File: src/rtl/serial_mag_comparator_ctrl_pkg.sv
// Shared definitions for the serial magnitude comparator.
//   cmp_state_t    : controller FSM states
//   cmp_flags_t    : cascade flag bundle {fe, fl, fg}
//   WIDTH_DEFAULT  : default operand width
//   cascade_update : one MSB-first compare step, used by the slice cell
package serial_cmp_pkg;

  localparam int WIDTH_DEFAULT = 8;

  typedef enum logic [1:0] {
    IDLE = 2'd0,
    LOAD = 2'd1,
    RUN  = 2'd2,
    FIN  = 2'd3
  } cmp_state_t;

  typedef struct packed {
    logic fe;
    logic fl;
    logic fg;
  } cmp_flags_t;

  // Once a higher bit has decided the order (fe=0), lower bits cannot change it.
  function automatic cmp_flags_t cascade_update(input logic ai, input logic bi,
                                                input cmp_flags_t f);
    cmp_flags_t r;
    r.fl = f.fl | (f.fe & ~ai & bi);
    r.fg = f.fg | (f.fe & ai & ~bi);
    r.fe = f.fe & ~(ai ^ bi);
    return r;
  endfunction

endpackage

File: src/rtl/serial_mag_comparator_ctrl_if.sv
// Handshake/result bundle for serial_mag_comparator_ctrl.
//   start, a, b              : request and operands (master -> slave)
//   busy, done, lt, eq, gt   : status and result   (slave -> master)
interface serial_mag_comparator_ctrl_if #(
  parameter int WIDTH = serial_cmp_pkg::WIDTH_DEFAULT
);
  logic             start;
  logic [WIDTH-1:0] a;
  logic [WIDTH-1:0] b;
  logic             busy;
  logic             done;
  logic             lt;
  logic             eq;
  logic             gt;

  modport master (output start, a, b, input busy, done, lt, eq, gt);
  modport slave  (input start, a, b, output busy, done, lt, eq, gt);
endinterface

File: src/rtl/serial_mag_comparator_ctrl_slice.sv
// cmp_slice: combinational 1-bit magnitude-compare cascade cell.
//   ai, bi                  : operand bits at the current position
//   fe_in, fl_in, fg_in     : flags from the more significant bits
//   fe_out, fl_out, fg_out  : flags including this bit
module cmp_slice
  import serial_cmp_pkg::*;
(
  input  logic ai,
  input  logic bi,
  input  logic fe_in,
  input  logic fl_in,
  input  logic fg_in,
  output logic fe_out,
  output logic fl_out,
  output logic fg_out
);
  cmp_flags_t f_out;

  assign f_out  = cascade_update(ai, bi, '{fe: fe_in, fl: fl_in, fg: fg_in});
  assign fe_out = f_out.fe;
  assign fl_out = f_out.fl;
  assign fg_out = f_out.fg;
endmodule

File: src/rtl/serial_mag_comparator_ctrl.sv
// serial_mag_comparator_ctrl: compares two WIDTH-bit operands MSB first, one
// bit per clock, through a single cmp_slice.
//   clk, rst_n  : clock (rising edge), async active-low reset
//   bus (slave) : start/a/b in; busy/done/lt/eq/gt out
// Optional macro SERIAL_CMP_EARLY_EXIT_EN: leave RUN as soon as the operands
// are known to differ. Undefined: fixed WIDTH-cycle RUN (constant time).
//
// state | meaning
// IDLE  | wait for start, capture a/b
// LOAD  | preset bit index and cascade flags
// RUN   | one bit per cycle through the slice
// FIN   | result registered, done pulse
module serial_mag_comparator_ctrl
  import serial_cmp_pkg::*;
#(
  parameter int WIDTH = WIDTH_DEFAULT
) (
  input  logic                        clk,
  input  logic                        rst_n,
  serial_mag_comparator_ctrl_if.slave bus
);
  localparam int IDX_W = $clog2(WIDTH);

  cmp_state_t       state, state_nxt;
  logic [WIDTH-1:0] ra, rb;
  logic [IDX_W-1:0] idx;
  logic             fe, fl, fg;
  logic             fe_n, fl_n, fg_n;
  logic             lt_r, eq_r, gt_r;
  logic             last;

  cmp_slice u_slice (
    .ai     (ra[idx]),
    .bi     (rb[idx]),
    .fe_in  (fe),
    .fl_in  (fl),
    .fg_in  (fg),
    .fe_out (fe_n),
    .fl_out (fl_n),
    .fg_out (fg_n)
  );

  always_comb begin
    state_nxt = state;
    last      = 1'b0;
    case (state)
      IDLE: if (bus.start) state_nxt = LOAD;
      LOAD: state_nxt = RUN;
      RUN: begin
`ifdef SERIAL_CMP_EARLY_EXIT_EN
        last = (idx == '0) || !fe_n;
`else
        last = (idx == '0);
`endif
        if (last) state_nxt = FIN;
      end
      FIN:     state_nxt = IDLE;
      default: state_nxt = IDLE;
    endcase
  end

  always_ff @(posedge clk or negedge rst_n) begin
    if (!rst_n) begin
      state <= IDLE;
      ra    <= '0;
      rb    <= '0;
      idx   <= '0;
      fe    <= 1'b0;
      fl    <= 1'b0;
      fg    <= 1'b0;
      lt_r  <= 1'b0;
      eq_r  <= 1'b0;
      gt_r  <= 1'b0;
    end else begin
      state <= state_nxt;
      case (state)
        IDLE: begin
          if (bus.start) begin
            ra <= bus.a;
            rb <= bus.b;
          end
        end
        LOAD: begin
          idx <= IDX_W'(WIDTH - 1);
          fe  <= 1'b1;
          fl  <= 1'b0;
          fg  <= 1'b0;
        end
        RUN: begin
          fe <= fe_n;
          fl <= fl_n;
          fg <= fg_n;
          // Result is loaded on the RUN->FIN edge so it is valid with done.
          if (last) begin
            lt_r <= fl_n;
            eq_r <= fe_n;
            gt_r <= fg_n;
          end else begin
            idx <= idx - 1'b1;
          end
        end
        default: ;
      endcase
    end
  end

  assign bus.busy = (state == LOAD) || (state == RUN);
  assign bus.done = (state == FIN);
  assign bus.lt   = lt_r;
  assign bus.eq   = eq_r;
  assign bus.gt   = gt_r;
endmodule

File: src/flat_wrapper.sv
// flat-port wrapper written by rule: the top's interface ports become plain ports
module serial_mag_comparator_ctrl_flat import serial_cmp_pkg::*;
#(
  parameter int WIDTH = WIDTH_DEFAULT
)
  (clk, rst_n, bus_start, bus_a, bus_b, bus_busy, bus_done, bus_lt, bus_eq, bus_gt);
  serial_mag_comparator_ctrl_if #(.WIDTH(WIDTH)) bus_i ();
  input  logic clk;
  input  logic rst_n;
  input wire logic [$bits(bus_i.start)-1:0] bus_start;
  input wire logic [$bits(bus_i.a)-1:0] bus_a;
  input wire logic [$bits(bus_i.b)-1:0] bus_b;
  output wire logic [$bits(bus_i.busy)-1:0] bus_busy;
  output wire logic [$bits(bus_i.done)-1:0] bus_done;
  output wire logic [$bits(bus_i.lt)-1:0] bus_lt;
  output wire logic [$bits(bus_i.eq)-1:0] bus_eq;
  output wire logic [$bits(bus_i.gt)-1:0] bus_gt;
  assign bus_i.start = bus_start;
  assign bus_i.a = bus_a;
  assign bus_i.b = bus_b;
  assign bus_busy = bus_i.busy;
  assign bus_done = bus_i.done;
  assign bus_lt = bus_i.lt;
  assign bus_eq = bus_i.eq;
  assign bus_gt = bus_i.gt;
  serial_mag_comparator_ctrl #(.WIDTH(WIDTH)) u_core (.clk(clk), .rst_n(rst_n), .bus(bus_i));
endmodule
File: config.mk
export PLATFORM = sky130hd
export DESIGN_NAME = serial_mag_comparator_ctrl_flat
export DESIGN_NICKNAME = d
export VERILOG_FILES = /design/src/rtl/serial_mag_comparator_ctrl_pkg.sv /design/src/rtl/serial_mag_comparator_ctrl_if.sv /design/src/rtl/serial_mag_comparator_ctrl_slice.sv /design/src/rtl/serial_mag_comparator_ctrl.sv /design/src/flat_wrapper.sv
export SDC_FILE = /design/constraint.sdc
export NUM_CORES = 1
export LEC_CHECK = 0
export CORE_ASPECT_RATIO = 1.75
export CORE_UTILIZATION = 50
export DETAILED_ROUTE_END_ITERATION = 7
export PLACE_DENSITY = 0.81
export SLEW_MARGIN = 20
export SYNTH_ARGS = -nofsm -noshare
export SYNTH_HDL_FRONTEND = slang
export SYNTH_SLANG_ARGS = --single-unit
File: constraint.sdc
create_clock -name clk -period 2.3 [get_ports clk]
set_clock_uncertainty 0.15 [all_clocks]
set_input_delay 0.46 -clock clk [delete_from_list [all_inputs] [get_ports clk]]
set_output_delay 0.46 -clock clk [all_outputs]
set_load 0.01 [all_outputs]
After elaboration in Yosys (flattened, before gate mapping)
Cells that the tools add are included.
{ "op_classes": {"n_bitwise": 11, "n_eq_ne": 6, "add_sub_neg": 1, "reduce_logical": 8, "magnitude_cmp": 1, "n_mux": 13} }
{ "op_table": {"columns": ["cell", "n"], "rows": [
  ["one-hot mux 2 bit (4 select lines)", 1],
  ["AND reduction 2 bit", 4],
  ["binary-select mux 1 bit (select 3 bit)", 2],
  ["one-hot mux 1 bit (2 select lines)", 3],
  ["one-hot mux 3 bit (2 select lines)", 1],
  ["AND 1 bit", 5],
  ["equality test 2 bit (second input constant)", 2],
  ["less-than comparator 3 x 4 -> 1 bit (second input constant)", 1],
  ["2-to-1 mux 2 bit", 2],
  ["!= test 2 bit (second input constant)", 2],
  ["zero test 3 bit", 1],
  ["2-to-1 mux 1 bit", 3],
  ["2-to-1 mux 3 bit", 1],
  ["inverter 1 bit", 3],
  ["subtractor 3 x 1 -> 3 bit (second input constant)", 1],
  ["equality test 2 x 1 -> 1 bit (second input constant)", 1],
  ["zero test 2 bit", 1],
  ["!= test 2 x 1 -> 1 bit (second input constant)", 1],
  ["bitwise OR 1 bit", 2],
  ["nonzero test 2 bit", 1],
  ["logical OR 1 bit", 1],
  ["bitwise XOR 1 bit", 1]
]} }
{ "word_totals": {"in_bits": 19, "ff_bits": 27} }

Depth between registers and ports, before layout
{ "logic_depth": {"depth_word": 7, "depth_mapped": 7} }

Cells and area by module
Synthesis repeated with hierarchy kept, for this count alone.
{ "unflattened": {"hier_cells": 99, "area_unflattened_um2": 1336.3} }
{ "modules_own_cells": {"columns": ["mod", "area_each_um2", "cells_each", "n_inst"], "rows": [
  ["serial_mag_comparator_ctrl", 1297.5, 93, 1],
  ["cmp_slice", 38.8, 6, 1]
]} }

Worst setup path after synthesis
OpenSTA, ideal clock, no wires.
{ "synth_path": {"kind": "reg-to-reg", "start": "register u_core.idx[0]", "end": "register u_core.gt_r, in the netlist u_core.bus.gt", "path_stages_with_launch": 6, "setup_slack_ns": 0.368, "synth_period_minus_slack_ns": 1.932, "required_time_ns": 2.077, "path_buffers": 1, "arrival_time_ns": 1.709, "path_cell_list": "dfrtp_1 buf_6 mux4_2 mux2_4 or3b_4 a21oi_2"} }
{ "synth_between": {"elab_chain_cells": 5} }
{ "synth_lines": {"columns": ["item", "line", "text"], "rows": [
  ["start: declaration", "serial_mag_comparator_ctrl.sv:26", "logic [IDX_W-1:0] idx;"],
  ["start signal: assignment", "serial_mag_comparator_ctrl.sv:84", "idx <= IDX_W'(WIDTH - 1);"],
  ["start signal: assignment", "serial_mag_comparator_ctrl.sv:99", "idx <= idx - 1'b1;"],
  ["binary-select mux 1 bit (select 3 bit) (on tied branches)", "serial_mag_comparator_ctrl.sv:33, serial_mag_comparator_ctrl.sv:34", null],
  ["2-to-1 mux 1 bit (on tied branches)", "serial_mag_comparator_ctrl.sv:33, serial_mag_comparator_ctrl.sv:34", null],
  ["AND 1 bit or inverter 1 bit (tied branches)", "serial_mag_comparator_ctrl_pkg.sv:28", "r.fg = f.fg | (f.fe & ai & ~bi);"],
  ["AND 1 bit", "serial_mag_comparator_ctrl_pkg.sv:28", null],
  ["bitwise OR 1 bit", "serial_mag_comparator_ctrl_pkg.sv:28", null],
  ["end signal: assignment", "serial_mag_comparator_ctrl.sv:97", "gt_r <= fg_n;"],
  ["end: declaration", "serial_mag_comparator_ctrl.sv:29", "logic lt_r, eq_r, gt_r;"]
]} }
Parallel ways exist; a longest one is shown, timed or not. The select of a mux whose other input is x is not followed.
A chain may end at the register's enable or synchronous reset.

Worst setup path in the final report
{ "layout_path": {"start": "register u_core.state[0]", "end": "output port bus_busy"} }
{ "layout_between": {"elab_chain_cells": 2} }
{ "layout_lines": {"columns": ["item", "line", "text"], "rows": [
  ["start: declaration", "serial_mag_comparator_ctrl.sv:24", "cmp_state_t state, state_nxt;"],
  ["start signal: assignment", "serial_mag_comparator_ctrl.sv:75", "state <= state_nxt;"],
  ["equality test 2 x 1 -> 1 bit or equality test 2 bit (tied branches)", "serial_mag_comparator_ctrl.sv:107", "assign bus.busy = (state == LOAD) || (state == RUN);"],
  ["logical OR 1 bit (*)", "serial_mag_comparator_ctrl.sv:107", null],
  ["end: declaration", "flat_wrapper.sv:13", "output wire logic [$bits(bus_i.busy)-1:0] bus_busy;"]
]} }
Mark *: on every way between the ends. The rest lies on a longest branch, timed or not.

==> flow_summary.json <==
{
  "cts_sinks": 27,
  "syn_inst": 101,
  "hp-class": "register to register",
  "rows": 24,
  "nFillCells": 213,
  "relSlewSlack": 0.777,
  "die_h_um": 69.5,
  "crit_buf_inv": 2,
  "setup.worst_path.class": "register to output pin",
  "synthSimpleGateAreaFrac": 0.0875,
  "grt.total_usage": 0.199,
  "tightest_slew_ns": 0.334,
  "dieWidth_um": 40.6,
  "fin_tns_setup_ns": 0,
  "ys_ff_latch": 27,
  "cp_cell_sequence": "inv_1 -> ha_1 -> clkdlybuf4s50_1",
  "r2r_start": "u_core.idx[0]$_DFFE_PN0P_",
  "worstPathArrival_ns": 1.56,
  "clk_latency_ns": 0.27,
  "synth_xor_xnor_area_share": 0.00673,
  "drc": 0,
  "hold_depth": 2,
  "hold_violations": 0,
  "final_nets": 153,
  "r2r_slack_ns": 0.24,
  "clock.fmax_ghz": 0.461,
  "p_total_mw": 2.11,
  "drt_pass1_iterations": 4,
  "max_stage_delay_ns": 0.53,
  "finalCritPeriodShare": 0.944,
  "yosys_warnings": 0,
  "crit_family": "buffers and inverters",
  "cts_hold_buf": 0,
  "ff2ff_path_depth": 4,
  "io_buffers": 23,
  "clkTransAtPathRegs_ns": 0.08,
  "drt-total-wl_mm": 2.32,
  "syn_area_per_cell_um2": 12.9,
  "worst-path-stages": 3,
  "clk_path_buf_depth": 2,
  "grt_pass1_wl_mm": 3.89,
  "max_cap_viol_count": 0,
  "synth_compound_area_frac": 0.0635,
  "vias": 866,
  "globalplace.congestion": 0.724,
  "slowest_stage": "clkdlybuf4s50_1",
  "yosysSeqAreaShare": 0.519,
  "drt_iter0_drc": 7,
  "pwr_density_cell_mw_per_mm2": 1310,
  "cts_resized": 0,
  "vias_per_cell": 5.62,
  "grt_max_degree": 28,
  "rsz0062_at_grt": "false",
  "syn-num-nets": 125,
  "hold_start": "u_core.bus.eq$_DFFE_PN0P_",
  "ys_types": 29,
  "antenna_left": 0,
  "wl_per_cell_um": 15.0,
  "synthMuxAreaShare": 0.236,
  "diodes": 0,
  "dieArea_mm2": 0.00282,
  "rr_endpoint": "u_core.fg$_DFFE_PN0P_",
  "first_global_vias": 880,
  "overflow": 0,
  "period_minus_slack_ns": 2.17,
  "io_pins": 24,
  "cts_setup_buffers": 0,
  "worstSetupEndpointType": "output pin",
  "whs_endpoint": "u_core.bus.eq$_DFFE_PN0P_",
  "outcome": "complete, no violations",
  "areaGrowthSynthToFinish_pct": 23.9,
  "synthAdderAreaFrac": 0.0481,
  "start_kind": "register",
  "crit_required_ns": 1.69,
  "ir_drop_v": 0.000747,
  "slew_violations": 0,
  "antenna_found_initial": 0,
  "setup_viol": 0,
  "cts_tree": "built",
  "htree_levels": 1,
  "netlist_area_mm2": 0.00130,
  "clockRootBuffer": "clkbuf_8",
  "total_leakage_power_nw": 0.713,
  "start_util": 0.522,
  "critPathMaxFanout": 3,
  "cts_buffers": 3,
  "layout-drive-gt1-share": 0.164,
  "synth_top_family_by_area": "multiplexers",
  "fp.coreArea_mm2": 0.00249
}
==> logic make-up after synthesis <==
| kind of cell | after synthesis |
|---|---|
| DFF | 27 |
| adders and majority gates | 5 |
| xor gates and xnor gates | 1 |
| buffers and inverters | 8 |
| AOI/OAI and AO/OA | 14 |
| muxes | 22 |
| and+or+nand+nor | 24 |
==> how the worst max path moves through the flow <==
stage | from | end | slack [ns]
6_report | u_core.state[0]$_DFFE_PN0P_ | bus_busy | 0.13
5_1_grt | u_core.state[0]$_DFFE_PN0P_ | bus_busy | 0.06
4_1_cts | u_core.state[0]$_DFFE_PN0P_ | bus_busy | 0.11
3_5_place_dp | u_core.idx[0]$_DFFE_PN0P_ | u_core.fg$_DFFE_PN0P_ | 0.24
3_3_place_gp | u_core.idx[0]$_DFFE_PN0P_ | u_core.bus.gt$_DFFE_PN0P_ | 0.30
2_1_floorplan | u_core.idx[0]$_DFFE_PN0P_ | u_core.bus.gt$_DFFE_PN0P_ | 0.37
==> flip-flops by register name, summed over array words and instances (netlist names) <==
signal         cells
u_core.ra          8
u_core.rb          8
u_core.idx         3
u_core.state       2
u_core.bus.eq      1
u_core.bus.gt      1
u_core.bus.lt      1
u_core.fe          1
u_core.fg          1
u_core.fl          1
==> placed cells by master (no fill, tap or decap), types with 2 or more instances in the layout <==
| cell type | netlist | routed |
|---|---|---|
| clkbuf_8 | 0 | 3 |
| mux4_1 | 2 | 2 |
| o21ai_1 | 3 | 3 |
| mux2_2 | 7 | 7 |
| mux2_1 | 9 | 9 |
| nor2_1 | 5 | 5 |
| dfrtp_1 | 27 | 27 |
| nand2_1 | 11 | 11 |
| inv_1 | 4 | 4 |
| ha_1 | 5 | 5 |
| clkdlybuf4s50_1 | 0 | 23 |
| mux4_2 | 2 | 2 |
| nand3_1 | 2 | 2 |
| a21oi_1 | 5 | 5 |
| buf_4 | 0 | 3 |
| o21ai_0 | 2 | 2 |
==> stage by stage <==
stage	setup WS (ns)	utilization	cell area, um^2	hold slack [ns]	std cells
after floorplan	0.368	-	1300	0.0144	101
after global placement	0.301	0.629	1570	0.316	150
after detailed placement	0.239	0.629	1570	0.327	150
after CTS	0.112	0.647	1610	0.349	154
after global routing	0.0572	0.647	1610	0.363	154
final	0.130	0.647	1610	0.341	154
==> metal layers <==
layer / track usage / part of all wire
met5: 0 / 0
met4: 0.0667 / 0.013
met3: 0.0288 / 0.034
met2: 0.349 / 0.59
met1: 0.224 / 0.36
==> where the power goes <==
part	total (mW)	switching (mW)	internal, mW
combinational	1.00	0.436	0.567
clock	0.260	0.136	0.124
sequential	0.845	0.150	0.695
==> worst min-delay path: stages, from the launching register on <==
cell and delay [ns]:
dfrtp_1 0.35, nand2_1 0.05, o21ai_1 0.06
==> Yosys cell counts, drive strengths merged <==
cell type / number / area share
nand3: 2 / 0.0077
mux4: 4 / 0.075
buf: 1 / 0.0087
inv: 4 / 0.012
mux2i: 1 / 0.011
or3b: 1 / 0.0087
nor2b: 1 / 0.0048
a31oi: 1 / 0.0048
a21oi: 6 / 0.026
clkbuf: 2 / 0.0058
and3: 1 / 0.0048
mux2: 17 / 0.15
ha: 5 / 0.048
nor3b: 1 / 0.0058
nor2: 5 / 0.014
nand2: 11 / 0.032
or2: 1 / 0.0048
nand2b: 1 / 0.0048
o22a: 1 / 0.0067
o21ai: 6 / 0.026
xnor2: 1 / 0.0067
dfrtp: 27 / 0.52
bufinv: 1 / 0.013
==> area by class of cell <==
cell class	count	area, um^2	share of cell area
multi-input cells	66	574	0.356
clock buffers	4	45.0	0.0279
inverters	5	32.5	0.0202
well taps	26	32.5	0.0202
flip-flops and latches	27	676	0.419
repair buffers	26	253	0.157
No activity file was read; power rests on OpenSTA's default activity.
